[src/rtl/control_unit.sv]
// control_unit: multi-cycle fetch/execute sequencer for the tiny16 core.
// Owns the instruction register and drives the register-file selects and
// write strobes, the PC/SP update strobes and the single-port memory
// request handshake. One instruction is in flight at a time.
//
// state | meaning
// ------+--------------------------------------------------------------
// FETCH | read mem[PC]; on mem_ready latch ir and increment PC
// EXEC  | decode ir, drive strobes; LD/ST/POP hold request until ready
// MEM   | second step of PUSH (store) and POP (SP increment)
// HALT  | HLT executed; all strobes idle until rst
//
// Ports:
//   clk, rst              clock, async active-high reset
//   mem_rdata, mem_ready  memory read data / request completion
//   flag_z/c/n            datapath condition flags (BR)
//   mem_rd, mem_wr        memory request (address = src bus, data = dst bus)
//   ir                    instruction register (register-file in, data_sel=0)
//   data_sel              register-file in mux: 0 ir, 1 mem_rdata, 2 src bus
//   src_sel, dst_sel      register-file port selects
//   in_en, up_en, lo_en   full / high-byte / low-byte write of dst_sel
//   pc_inc, sp_inc, sp_dec, jp_en, br_en   PC/SP update strobes
//   halted                core stopped by HLT
module control_unit (
  input  logic        clk,
  input  logic        rst,
  input  logic [15:0] mem_rdata,
  input  logic        mem_ready,
  input  logic        flag_z,
  input  logic        flag_c,
  input  logic        flag_n,
  output logic        mem_rd,
  output logic        mem_wr,
  output logic [15:0] ir,
  output logic [1:0]  data_sel,
  output logic [2:0]  src_sel,
  output logic [2:0]  dst_sel,
  output logic        in_en,
  output logic        up_en,
  output logic        lo_en,
  output logic        pc_inc,
  output logic        sp_inc,
  output logic        sp_dec,
  output logic        jp_en,
  output logic        br_en,
  output logic        halted
);

  typedef enum logic [1:0] {FETCH, EXEC, MEM, HALT} state_t;

  localparam logic [3:0] OP_LDU  = 4'h1;
  localparam logic [3:0] OP_LDL  = 4'h2;
  localparam logic [3:0] OP_MOV  = 4'h3;
  localparam logic [3:0] OP_LD   = 4'h4;
  localparam logic [3:0] OP_ST   = 4'h5;
  localparam logic [3:0] OP_PUSH = 4'h6;
  localparam logic [3:0] OP_POP  = 4'h7;
  localparam logic [3:0] OP_JMP  = 4'h8;
  localparam logic [3:0] OP_BR   = 4'h9;
  localparam logic [3:0] OP_HLT  = 4'hF;

  localparam logic [1:0] DS_IR  = 2'd0;
  localparam logic [1:0] DS_MEM = 2'd1;
  localparam logic [1:0] DS_SRC = 2'd2;

  localparam logic [2:0] R_PC = 3'd0;
  localparam logic [2:0] R_SP = 3'd1;

  state_t     state, state_nx;
  logic       ir_ld;
  logic       br_cond;
  logic [3:0] op;
  logic [2:0] rd, rs;

  assign op = ir[15:12];
  assign rd = ir[11:9];
  assign rs = ir[8:6];

  always_comb begin
    case (ir[11:8])
      4'd0:    br_cond = 1'b1;
      4'd1:    br_cond = flag_z;
      4'd2:    br_cond = !flag_z;
      4'd3:    br_cond = flag_c;
      4'd4:    br_cond = !flag_c;
      4'd5:    br_cond = flag_n;
      4'd6:    br_cond = !flag_n;
      default: br_cond = 1'b0;
    endcase
  end

  always_ff @(posedge clk or posedge rst) begin
    if (rst) begin
      state <= FETCH;
      ir    <= 16'h0000;
    end else begin
      state <= state_nx;
      if (ir_ld) ir <= mem_rdata;
    end
  end

  // Outputs are combinational from state/ir; while rst is high they are
  // forced idle so a request in progress is dropped in the same cycle.
  always_comb begin
    state_nx = state;
    ir_ld    = 1'b0;
    mem_rd   = 1'b0;
    mem_wr   = 1'b0;
    data_sel = DS_IR;
    src_sel  = R_PC;
    dst_sel  = R_PC;
    in_en    = 1'b0;
    up_en    = 1'b0;
    lo_en    = 1'b0;
    pc_inc   = 1'b0;
    sp_inc   = 1'b0;
    sp_dec   = 1'b0;
    jp_en    = 1'b0;
    br_en    = 1'b0;
    halted   = 1'b0;
    if (!rst) begin
      case (state)
        FETCH: begin
          mem_rd = 1'b1;
          if (mem_ready) begin
            ir_ld    = 1'b1;
            pc_inc   = 1'b1;
            state_nx = EXEC;
          end
        end
        EXEC: begin
          state_nx = FETCH;
          case (op)
            OP_LDU: begin
              dst_sel = rd;
              up_en   = 1'b1;
            end
            OP_LDL: begin
              dst_sel = rd;
              lo_en   = 1'b1;
            end
            OP_MOV: begin
              src_sel  = rs;
              dst_sel  = rd;
              data_sel = DS_SRC;
              in_en    = 1'b1;
            end
            OP_LD: begin
              src_sel  = rs;
              dst_sel  = rd;
              data_sel = DS_MEM;
              mem_rd   = 1'b1;
              in_en    = mem_ready;
              if (!mem_ready) state_nx = EXEC;
            end
            OP_ST: begin
              src_sel = rs;
              dst_sel = rd;
              mem_wr  = 1'b1;
              if (!mem_ready) state_nx = EXEC;
            end
            OP_PUSH: begin
              sp_dec   = 1'b1;
              state_nx = MEM;
            end
            OP_POP: begin
              src_sel  = R_SP;
              dst_sel  = rd;
              data_sel = DS_MEM;
              mem_rd   = 1'b1;
              in_en    = mem_ready;
              state_nx = mem_ready ? MEM : EXEC;
            end
            OP_JMP:  jp_en = 1'b1;
            OP_BR:   br_en = br_cond;
            OP_HLT:  state_nx = HALT;
            default: ;
          endcase
        end
        MEM: begin
          state_nx = FETCH;
          if (op == OP_PUSH) begin
            src_sel = R_SP;
            dst_sel = rd;
            mem_wr  = 1'b1;
            if (!mem_ready) state_nx = MEM;
          end else if (op == OP_POP) begin
            sp_inc = 1'b1;
          end
        end
        HALT: halted = 1'b1;
        default: state_nx = FETCH;
      endcase
    end
  end

endmodule

[config.mk]
export PLATFORM = sky130hd
export DESIGN_NAME = control_unit
export DESIGN_NICKNAME = d
export VERILOG_FILES = /design/src/rtl/control_unit.sv
export SDC_FILE = /design/constraint.sdc
export NUM_CORES = 1
export LEC_CHECK = 0
export ABC_CLOCK_PERIOD_IN_PS = 1900
export CAP_MARGIN = 15
export CORE_MARGIN = 3
export CORE_UTILIZATION = 41
export DETAILED_ROUTE_END_ITERATION = 12
export PLACE_DENSITY = 0.82
export SLEW_MARGIN = 25
export SYNTH_ARGS = -nofsm -noshare
export SYNTH_HDL_FRONTEND = slang
export SYNTH_SLANG_ARGS = --single-unit
[constraint.sdc]
create_clock -name clk -period 1.9 [get_ports clk]
set_input_delay 0.38 -clock clk [delete_from_list [all_inputs] [get_ports clk]]
set_output_delay 0.38 -clock clk [all_outputs]
set_load 0.01 [all_outputs]
==> results.yml <==
outcome:
  status: "finished with violations"
  violations: "negative setup slack"
sta:
  worstMarginPinSlew_ns: 0.3405
  drv_slew: 0
  final.period_utilization: 1.123
  rsz0062_at_grt: "true"
  fin_hold_ws_ns: 0.4479
  layout_min_cycle_time_ns: 2.133
  skew_ns: 0.005594
  fin_ws_ns: -0.2328
  timing.slew.headroom: 0.7706
  hold_viol: 0
  fmax_mhz: 468.9
  setup_viol: 13
clock_tree:
  clk_latency_ns: 0.30
  htree_levels: 1
  cts_tree: "done"
  cts_buffer_depth: 2
  clockRootBuffer: "clkbuf_4"
  cts_sinks: 18
  cts_made_buffers: 3
  clk_pin_slew_ns: 0.11
grt:
  grt_max_degree: 19
  grt_first_pass_wirelength_um: 5989
  overflow: 0
  antenna_found_initial: 0
  grtUsageTotal: 0.2187
  grt_pass1_vias: 1311
setup_path:
  cp.arrival_ns: 1.75
  crit_path_end_kind: "output pin"
  critPathCapture: "dst_sel[2]"
  startpoint_type: "flop"
  critPathLaunch: "state[0]"
  r2r-start: "state[1]"
  worstReg2RegEnd: "ir[12]"
  reg2reg_slack_ns: 0.31
  rr_worst_depth: 6
  crit_fanout: 4
  required_ns: 1.52
  worst-setup-path-type: "reg -> out"
place:
  hpwl_um: 2814
  io_buffer_count: 56
  place_inst: 227
  place_congestion: 0.8398
synthesis:
  synth_area_um2: 1241
  avgSynthCellArea_um2: 10.09
  synthTopCellsByArea: "dfrtp_1 (36%), mux2_4 (11%), mux2_2 (7.3%)"
  synth_top_area_frac: 0.3629
  async_flop_share: 1.000
  ys_seq_area_frac: 0.3629
  ys_warn_count: 0
  synth-seq-cells: 18
  synth_edf_count: 0
  synth_top_family_by_area: "simple AND/OR/NAND/NOR gates"
  synth-main-ff-cell: "dfrtp_1"
  synth-xor-area-share: 0.007056
  synth_simple_gate_area_frac: 0.2288
  post-synth-top-area-cell: "dfrtp_1"
  synth_cell_types: 38
  syn_inst: 123
  synth_fa_ha_area_frac: 0.05040
  synth-compound-area-share: 0.1038
  synth.most_common_cell: "dfrtp_1"
  syn_nets: 150
  ys_top_cells_by_count: "dfrtp_1 (18), nand2_1 (10), mux2_4 (9), nor2_1 (9), mux2_2 (8)"
  synth_mux_area_frac: 0.1815
finish:
  area_delta_synth_final_pct: 77.92
  drive_gt1_frac: 0.5215
  fin_nets: 237
  antennaDiodeCount: 0
  final_cell_count_no_fill: 240
route:
  routedWlPerCell_um: 16.77
  vias: 1330
  vias_per_cell: 5.542
  drc: 0
  wl_um: 4025
  drtPass1Iterations: 4
  drtIter0Drc: 93
  ant_nets: 0
die:
  rows: 19
  pin_count: 57
  die_y_um: 61.02
  die_area_um2: 3723
  coreArea_um2: 2829
  die_w_um: 61.02
  start_util: 0.4387
run:
  cap_violations: 0
pwr:
  p_leak_nw: 1.022
  powerDensity_nw_per_um2: 1518
  total_power_mw: 3.353
  irDropWorstVdd_v: 0.0008508
min_path:
  hold_path.class: "in -> async"
==> layout make-up <==
type,count,area (um^2)
timing repair buffer,89,770.7
tap,31,38.79
inverter,7,31.28
fill,184,620.6
multi-input combinational,91,875.8
sequential,18,455.4
clock buffer,4,36.28
==> worst max-delay path, cell delays in order, from the launching register on <==
cell and delay (ns):
dfrtp_2 0.46, ha_4 0.18, and2b_2 0.21, buf_6 0.12, o21ai_2 0.11, nand2_2 0.07
and3_1 0.17, buf_2 0.13
==> metrics by stage <==
step | TNS (ns) | util | worst slack, ns | instance area [um^2]
finish | -1.832 | 0.7806 | -0.2328 | 2208
global route | -2.863 | 0.7806 | -0.3059 | 2208
CTS | -1.728 | 0.7373 | -0.2324 | 2086
detailed placement | -9.343 | 0.6966 | -0.6360 | 1971
global placement | -7.443 | 0.6966 | -0.5361 | 1971
floorplan | 0 | - | 0.1065 | 1241
==> cell families (layout without fill, tap and decap cells) <==
logic type / after synthesis / count (layout)
AO/OA/AOI/OAI: 19 / 19
flip-flops: 18 / 18
adder cells (fa/ha/maj): 5 / 5
AND/OR/NAND/NOR: 49 / 49
XOR/XNOR: 1 / 1
buffers and inverters: 14 / 100
multiplexers: 17 / 17
==> worst min path at each step <==
stage                     slack (ns)       end
after global placement          0.50     ir[3]
after CTS                       0.44    ir[15]
final                           0.45  state[1]
after detailed placement        0.49     ir[2]
after global routing            0.46     ir[0]
after floorplan                 0.29     ir[0]
==> report_power, final <==
part / total (mW) / switching, mW / internal [mW]
registers: 0.800 / 0.218 / 0.582
clock network: 0.239 / 0.122 / 0.117
logic: 2.31 / 1.01 / 1.30
==> repair_timing <==
action | in CTS | in global routing
pin swaps | 13 | 9
gates resized for setup | 99 | 28
hold buffers | 0 | 0
buffers inserted | 3 | 6
setup endpoints to repair | 22 | 22
==> sequential cells by signal, indices dropped and copies added, names as in the netlist <==
name   cells
ir        16
state      2
==> routing by layer <==
metal | GRT usage | vias up | share of wire | wire length, um
li1 | - | 611 | - | -
met1 | 0.2622 | 652 | 0.41 | 1656
met2 | 0.3746 | 63 | 0.52 | 2075
met3 | 0.04193 | 4 | 0.062 | 248
met4 | 0.1053 | 0 | 0.011 | 45
met5 | 0 | - | 0 | 0
==> layout by cell type, fill, tap and decap left out, types with 2 or more instances in the layout <==
| cell type | count |
|---|---|
| mux2_2 | 8 |
| buf_4 | 26 |
| nor3_2 | 2 |
| nor4_2 | 2 |
| and3_4 | 4 |
| buf_6 | 9 |
| a21oi_1 | 3 |
| dfrtp_2 | 4 |
| nand2b_1 | 2 |
| and3_1 | 3 |
| inv_2 | 3 |
| dfrtp_1 | 14 |
| clkdlybuf4s50_1 | 36 |
| mux2_4 | 9 |
| inv_1 | 3 |
| nor2_1 | 7 |
| clkbuf_4 | 3 |
| buf_2 | 14 |
| nor2b_1 | 3 |
| ha_1 | 2 |
| nor4b_4 | 2 |
| nor2_2 | 2 |
| ha_4 | 3 |
| o21ai_0 | 4 |
| nand3_4 | 2 |
| nand2_2 | 2 |
| nand2_1 | 8 |
Note: power is estimated with default switching activity, not from simulation.
